$ cat src/rtl/ysyx_25060170_mem_arbiter_if.sv
// Signal bundle between the fetch unit, the load/store unit, the shared memory
// port and the arbiter. The arbiter uses the slave view and its environment uses the master view.
interface ysyx_25060170_mem_arbiter_if;
    logic        if_req_valid;
    logic        if_req_ready;
    logic [31:0] if_addr;
    logic        if_flush;
    logic        if_rsp_valid;
    logic [31:0] if_rsp_data;

    logic        ls_req_valid;
    logic        ls_req_ready;
    logic [31:0] ls_addr;
    logic        ls_wen;
    logic [31:0] ls_wdata;
    logic [3:0]  ls_wstrb;
    logic        ls_rsp_valid;
    logic [31:0] ls_rsp_data;

    logic        mem_req_valid;
    logic        mem_req_ready;
    logic [31:0] mem_addr;
    logic        mem_wen;
    logic [31:0] mem_wdata;
    logic [3:0]  mem_wstrb;
    logic        mem_rsp_valid;
    logic [31:0] mem_rsp_data;

    modport slave (
        input  if_req_valid, if_addr, if_flush,
        input  ls_req_valid, ls_addr, ls_wen, ls_wdata, ls_wstrb,
        input  mem_req_ready, mem_rsp_valid, mem_rsp_data,
        output if_req_ready, if_rsp_valid, if_rsp_data,
        output ls_req_ready, ls_rsp_valid, ls_rsp_data,
        output mem_req_valid, mem_addr, mem_wen, mem_wdata, mem_wstrb
    );

    modport master (
        output if_req_valid, if_addr, if_flush,
        output ls_req_valid, ls_addr, ls_wen, ls_wdata, ls_wstrb,
        output mem_req_ready, mem_rsp_valid, mem_rsp_data,
        input  if_req_ready, if_rsp_valid, if_rsp_data,
        input  ls_req_ready, ls_rsp_valid, ls_rsp_data,
        input  mem_req_valid, mem_addr, mem_wen, mem_wdata, mem_wstrb
    );
endinterface

$ cat src/rtl/ysyx_25060170_mem_arbiter.sv
// Two-requester memory arbiter: load/store has priority over fetch, with a
// starvation limit. It keeps one outstanding transaction and can drop fetch responses on a flush.
module ysyx_25060170_mem_arbiter #(
    parameter int unsigned STARVE_LIMIT = 4
) (
    input  logic                          clk,
    input  logic                          rst,
    ysyx_25060170_mem_arbiter_if.slave    bus
);

    localparam int unsigned CNT_W = (STARVE_LIMIT < 1) ? 1 : $clog2(STARVE_LIMIT + 1);
    localparam logic [CNT_W-1:0] STARVE_MAX = CNT_W'(STARVE_LIMIT);

    typedef enum logic [1:0] {S_IDLE, S_REQ, S_WAIT} state_e;
    typedef enum logic {OWN_IF, OWN_LS} owner_e;

    state_e           state_q, state_d;
    owner_e           owner_q, owner_d;
    logic [31:0]      addr_q, addr_d;
    logic             wen_q, wen_d;
    logic [31:0]      wdata_q, wdata_d;
    logic [3:0]       wstrb_q, wstrb_d;
    logic [CNT_W-1:0] starve_q, starve_d;
    logic             drop_q, drop_d;
    logic             grant_if, grant_ls;

    // NOTE: state registers use non-blocking assignments so every flop samples pre-edge values.
    always_ff @(posedge clk or posedge rst) begin
        if (rst) begin
            state_q  <= S_IDLE;
            owner_q  <= OWN_IF;
            addr_q   <= '0;
            wen_q    <= 1'b0;
            wdata_q  <= '0;
            wstrb_q  <= '0;
            starve_q <= '0;
            drop_q   <= 1'b0;
        end else begin
            state_q  <= state_d;
            owner_q  <= owner_d;
            addr_q   <= addr_d;
            wen_q    <= wen_d;
            wdata_q  <= wdata_d;
            wstrb_q  <= wstrb_d;
            starve_q <= starve_d;
            drop_q   <= drop_d;
        end
    end

    // NOTE: every signal written here gets a default first, so no path can infer a latch.
    always_comb begin
        state_d  = state_q;
        owner_d  = owner_q;
        addr_d   = addr_q;
        wen_d    = wen_q;
        wdata_d  = wdata_q;
        wstrb_d  = wstrb_q;
        starve_d = starve_q;
        drop_d   = drop_q;
        grant_if = 1'b0;
        grant_ls = 1'b0;

        bus.mem_req_valid = 1'b0;
        bus.if_rsp_valid  = 1'b0;
        bus.if_rsp_data   = '0;
        bus.ls_rsp_valid  = 1'b0;
        bus.ls_rsp_data   = '0;

        unique case (state_q)
            S_IDLE: begin
                // Gating with rst keeps the ready outputs low while reset is held.
                grant_if = !rst && bus.if_req_valid &&
                           (!bus.ls_req_valid || starve_q == STARVE_MAX);
                grant_ls = !rst && bus.ls_req_valid && !grant_if;
                if (grant_if) begin
                    owner_d  = OWN_IF;
                    addr_d   = bus.if_addr;
                    wen_d    = 1'b0;
                    wdata_d  = '0;
                    wstrb_d  = '0;
                    starve_d = '0;
                    state_d  = S_REQ;
                end else if (grant_ls) begin
                    owner_d = OWN_LS;
                    addr_d  = bus.ls_addr;
                    wen_d   = bus.ls_wen;
                    wdata_d = bus.ls_wdata;
                    wstrb_d = bus.ls_wstrb;
                    if (bus.if_req_valid && starve_q != STARVE_MAX) begin
                        starve_d = starve_q + 1'b1;
                    end
                    state_d = S_REQ;
                end
            end
            S_REQ: begin
                bus.mem_req_valid = 1'b1;
                if (owner_q == OWN_IF && bus.if_flush) drop_d = 1'b1;
                if (bus.mem_req_ready) state_d = S_WAIT;
            end
            S_WAIT: begin
                if (owner_q == OWN_IF && bus.if_flush) drop_d = 1'b1;
                if (bus.mem_rsp_valid) begin
                    state_d = S_IDLE;
                    drop_d  = 1'b0;
                    if (owner_q == OWN_LS) begin
                        bus.ls_rsp_valid = 1'b1;
                        bus.ls_rsp_data  = bus.mem_rsp_data;
                    end else if (!drop_q && !bus.if_flush) begin
                        bus.if_rsp_valid = 1'b1;
                        bus.if_rsp_data  = bus.mem_rsp_data;
                    end
                end
            end
            default: state_d = S_IDLE;
        endcase

        bus.if_req_ready = grant_if;
        bus.ls_req_ready = grant_ls;
        bus.mem_addr     = addr_q;
        bus.mem_wen      = wen_q;
        bus.mem_wdata    = wdata_q;
        bus.mem_wstrb    = wstrb_q;
    end

endmodule

$ cat src/flat_wrapper.sv
// flat-port wrapper written by rule: the top's interface ports become plain ports
module ysyx_25060170_mem_arbiter_flat 
#(
    parameter int unsigned STARVE_LIMIT = 4
)
  (clk, rst, bus_if_req_valid, bus_if_addr, bus_if_flush, bus_ls_req_valid, bus_ls_addr, bus_ls_wen, bus_ls_wdata, bus_ls_wstrb, bus_mem_req_ready, bus_mem_rsp_valid, bus_mem_rsp_data, bus_if_req_ready, bus_if_rsp_valid, bus_if_rsp_data, bus_ls_req_ready, bus_ls_rsp_valid, bus_ls_rsp_data, bus_mem_req_valid, bus_mem_addr, bus_mem_wen, bus_mem_wdata, bus_mem_wstrb);
  ysyx_25060170_mem_arbiter_if bus_i ();
  input  logic clk;
  input  logic rst;
  input wire logic [$bits(bus_i.if_req_valid)-1:0] bus_if_req_valid;
  input wire logic [$bits(bus_i.if_addr)-1:0] bus_if_addr;
  input wire logic [$bits(bus_i.if_flush)-1:0] bus_if_flush;
  input wire logic [$bits(bus_i.ls_req_valid)-1:0] bus_ls_req_valid;
  input wire logic [$bits(bus_i.ls_addr)-1:0] bus_ls_addr;
  input wire logic [$bits(bus_i.ls_wen)-1:0] bus_ls_wen;
  input wire logic [$bits(bus_i.ls_wdata)-1:0] bus_ls_wdata;
  input wire logic [$bits(bus_i.ls_wstrb)-1:0] bus_ls_wstrb;
  input wire logic [$bits(bus_i.mem_req_ready)-1:0] bus_mem_req_ready;
  input wire logic [$bits(bus_i.mem_rsp_valid)-1:0] bus_mem_rsp_valid;
  input wire logic [$bits(bus_i.mem_rsp_data)-1:0] bus_mem_rsp_data;
  output wire logic [$bits(bus_i.if_req_ready)-1:0] bus_if_req_ready;
  output wire logic [$bits(bus_i.if_rsp_valid)-1:0] bus_if_rsp_valid;
  output wire logic [$bits(bus_i.if_rsp_data)-1:0] bus_if_rsp_data;
  output wire logic [$bits(bus_i.ls_req_ready)-1:0] bus_ls_req_ready;
  output wire logic [$bits(bus_i.ls_rsp_valid)-1:0] bus_ls_rsp_valid;
  output wire logic [$bits(bus_i.ls_rsp_data)-1:0] bus_ls_rsp_data;
  output wire logic [$bits(bus_i.mem_req_valid)-1:0] bus_mem_req_valid;
  output wire logic [$bits(bus_i.mem_addr)-1:0] bus_mem_addr;
  output wire logic [$bits(bus_i.mem_wen)-1:0] bus_mem_wen;
  output wire logic [$bits(bus_i.mem_wdata)-1:0] bus_mem_wdata;
  output wire logic [$bits(bus_i.mem_wstrb)-1:0] bus_mem_wstrb;
  assign bus_i.if_req_valid = bus_if_req_valid;
  assign bus_i.if_addr = bus_if_addr;
  assign bus_i.if_flush = bus_if_flush;
  assign bus_i.ls_req_valid = bus_ls_req_valid;
  assign bus_i.ls_addr = bus_ls_addr;
  assign bus_i.ls_wen = bus_ls_wen;
  assign bus_i.ls_wdata = bus_ls_wdata;
  assign bus_i.ls_wstrb = bus_ls_wstrb;
  assign bus_i.mem_req_ready = bus_mem_req_ready;
  assign bus_i.mem_rsp_valid = bus_mem_rsp_valid;
  assign bus_i.mem_rsp_data = bus_mem_rsp_data;
  assign bus_if_req_ready = bus_i.if_req_ready;
  assign bus_if_rsp_valid = bus_i.if_rsp_valid;
  assign bus_if_rsp_data = bus_i.if_rsp_data;
  assign bus_ls_req_ready = bus_i.ls_req_ready;
  assign bus_ls_rsp_valid = bus_i.ls_rsp_valid;
  assign bus_ls_rsp_data = bus_i.ls_rsp_data;
  assign bus_mem_req_valid = bus_i.mem_req_valid;
  assign bus_mem_addr = bus_i.mem_addr;
  assign bus_mem_wen = bus_i.mem_wen;
  assign bus_mem_wdata = bus_i.mem_wdata;
  assign bus_mem_wstrb = bus_i.mem_wstrb;
  ysyx_25060170_mem_arbiter #(.STARVE_LIMIT(STARVE_LIMIT)) u_core (.clk(clk), .rst(rst), .bus(bus_i));
endmodule
$ cat config.mk
export PLATFORM = sky130hd
export DESIGN_NAME = ysyx_25060170_mem_arbiter_flat
export DESIGN_NICKNAME = d
export VERILOG_FILES = /design/src/rtl/ysyx_25060170_mem_arbiter_if.sv /design/src/rtl/ysyx_25060170_mem_arbiter.sv /design/src/flat_wrapper.sv
export SDC_FILE = /design/constraint.sdc
export NUM_CORES = 1
export LEC_CHECK = 0
export CAP_MARGIN = 10
export CORE_AREA = 2 2 107 109
export CTS_CLUSTER_DIAMETER = 80
export DETAILED_ROUTE_END_ITERATION = 8
export DIE_AREA = 0 0 109 111
export MAX_ROUTING_LAYER = met4
export PLACE_DENSITY_LB_ADDON = 0.1
export SYNTH_ARGS = -nofsm -noshare
export SYNTH_HDL_FRONTEND = slang
export SYNTH_SLANG_ARGS = --single-unit
$ cat constraint.sdc
create_clock -name clk -period 3.8 [get_ports clk]
set_input_delay 0.57 -clock clk [delete_from_list [all_inputs] [get_ports clk]]
set_output_delay 0.57 -clock clk [all_outputs]
set_load 0.01 [all_outputs]
==> results.md <==
- Setup TNS: 0 ps
- DR vias: 4,331
- Pre-CTS setup slack: 827 ps
- Register area: 1900 um2
- Final antenna diode count: 0
- Top-area cell type share of the netlist area: 45.4%
- Pwr/cell area: 597 nW/um2
- Area grow syn2layout: 74.6%
- Warnings from Yosys: 0
- Share of power burned in registers: 32.9%
- CTS tree: done
- Cell Rows: 39
- Post-synth EDFFs: 0
- Combinational share of power: 47.4%
- Asr flop ratio synth: 100%
- Cell count after placement: 811
- Clk sink count: 76
- Count of pins over their slew limit: 0
- CTS root buffer: clkbuf_16
- CTS Hold Bufs: 0
- Status: complete, no violations
- Core area: 11,100 um2
- Hold Crit Class: reg2reg
- Postcts setup bufs: 0
- Proportion of layout cells with a drive suffix above 1: 4.97%
- WS Path Type: in2out
- Number of port buffers: 277
- Clk slew on worst S/H paths: 60 ps
- Util after Layout: 66.1%
- Chip width: 109 um
- Layout Cells excl Fill: 827
- Crit Path Max Fanout: 33
- Final Hold Fails: 0
- Cell with the most instances after synthesis: dfrtp_1
- WP data arrival: 2420 ps
- Net Sw Frac: 33.3%
- Synthesized Nets: 571
- Via/cell ratio: 5.24
- Multi-input logic area: 2050 um2
- CP required: 3230 ps
- Drt drc: 0
- Synthesized instance count: 425
- Filler Cells Inserted: 954
- Final Power: 4.37 mW
- Final GP Congestion: 0.825
- Post-Syn Area: 4190 um2
- TritonRoute pass-1 iters: 4
- Die Ht: 111 um
- Register area share after synthesis: 45.4%
- Setup violators final: 0
- Sw Pwr: 1.46 mW
- Die area: 12,100 um2
- DRT antenna net count: 0
- CTS buffer count: 9
- Largest net degree at the start of global routing: 68
- Crit path capture type: primary output
- P_int: 2.92 mW
- Register bit total from synthesis: 76
- Max clock buf depth: 2
- Slew margin rel.: 54.5%
- Top-Level Pins: 278
- H-tree levels: 3
- Routed len/inst: 18.2 um
- Top cells by count, synth: dfrtp_1, a21oi_1, and2_1
- Final worst slack: 809 ps
- Critical path startpoint category: input port
- Total grt overflow: 0
- Crit path time final: 2990 ps
- Max-cap violations: 0
- Yosys top cell by area: dfrtp_1
- RSZ-0062 raised after global routing: false
- WL final: 15,000 um
- Top FF cell, synth: dfrtp_1
- Clock share of power: 19.7%
- Global-route wire length before repair: 22,800 um
- Synth area leaders: dfrtp_1, and2_1, a22o_1, a21oi_1, o211a_1
- Post-CTS Resized: 0
- Clk Latency, worst-skew pair: 340 ps
- Worst IR drop on VDD: 0.362 mV
- Detailed Place HPWL: 10,900 um
- Post-synth cell types: 31
- Fin nets: 825
- Syn_area_per_cell: 9.87 um2
- Total GRT Usage: 24.9%
- Initial antenna violation count: 0
- Vias in the first global route: 4,212
- First-iteration detailed-routing DRC count: 270
- Final Cycle Share: 78.7%
- Leak Pwr: 3.13 nW
- Slew @ Worst Pin: 683 ps
- Setup Skew: 7.05 ps
- Initial Util: 37.9%
- Peak Freq: 334 MHz
stage by stage:
step	cell area, um2	hold WS (ps)
detailed placement	7020	490
floorplan	4190	472
finish	7320	501
global placement	7020	489
CTS	7320	508
global route	7320	518
logic make-up after synthesis:
kind of cell | synth area share (%)
compound gates | 28.5
simple gates | 17.8
flops | 45.4
buf+inv | 6.09
fa+ha+maj | 1.79
mux | 0.537
path summary, 6_finish.rpt:
path | cells past startpoint | from | end | slack (ps)
max in group asynchronous | 4 | rst | u_core.bus.mem_addr[11]$_DFFE_PP0P_ | 2180
worst min-delay path | 1 | u_core.bus.mem_wdata[6]$_DFFE_PP0P_ | u_core.bus.mem_wdata[6]$_DFFE_PP0P_ | 500
min in group asynchronous | 3 | rst | u_core.state_q[0]$_DFFE_PP0P_ | 910
worst max register to register | 7 | u_core.state_q[0]$_DFFE_PP0P_ | u_core.bus.mem_wdata[28]$_DFFE_PP0P_ | 1530
worst min register to register | 1 | u_core.bus.mem_wdata[6]$_DFFE_PP0P_ | u_core.bus.mem_wdata[6]$_DFFE_PP0P_ | 500
worst max-delay path | 6 | bus_mem_rsp_valid | bus_if_rsp_data[1] | 810
layout by cell type (no fill, tap or decap):
master           instances
ha_1                     6
inv_2                    1
nor2b_4                  1
a31oi_1                  2
and2_1                  64
clkinvlp_4               1
o211a_1                 32
buf_4                   11
o21bai_1                 1
nand2_1                  4
inv_1                    7
o21ai_0                 28
and3_4                   1
nand4_1                  1
dfrtp_1                 76
nor2_1                   2
a21oi_1                 64
o21ai_1                  8
clkinv_2                 3
a222oi_1                 1
nor3b_1                  1
nand2b_1                 1
a22o_1                  37
clkbuf_16                9
inv_6                    2
or2_2                    1
a21o_1                   1
nand3_1                  2
clkdlybuf4s50_1        277
mux2_1                   2
clkinv_4                 1
a21boi_4                 1
nor4_4                   1
nand3b_1                33
bufinv_16                1
sequential cells by signal (all words and copies together) (netlist names):
signal	count
u_core.bus.mem_addr	32
u_core.bus.mem_wdata	32
u_core.bus.mem_wstrb	4
u_core.starve_q	3
u_core.state_q	2
u_core.bus.mem_wen	1
u_core.drop_q	1
u_core.owner_q	1
power by group through the flow:
stage          Clock, mW  Combinational (mW)  Sequential (mW)
2_1_floorplan          0               0.772             1.60
3_3_place_gp           0                2.04             1.44
3_5_place_dp           0                2.09             1.44
4_1_cts            0.877                2.09             1.44
5_1_grt            0.916                2.22             1.48
6_report           0.859                2.07             1.44
layout make-up:
cell class                 instances  area share (%)
clock buffer                       9            3.08
inverter                           9           0.478
timing repair buffer             288            39.0
tap                              143            2.44
clock inverter                     7            1.01
sequential                        76            26.0
multi-input combinational        295            28.0
routing by layer:
metal / routed length (um) / vias to the layer above / global-route usage (%) / part of all wire, %
met5: 0 / - / - / 0
met1: 6050 / 2115 / 29.9 / 40
met3: 991 / 14 / 5.82 / 6.6
met4: 203 / 0 / 6.07 / 1.3
li1: - / 2037 / - / -
met2: 7800 / 165 / 42.0 / 52
worst max-delay path: stages:
cell and delay (ps):
clkdlybuf4s50_1 500, nand2_1 110, nor4_4 130, buf_4 300, and2_1 240, clkdlybuf4s50_1 560
Power figures use the tool's default switching activity.
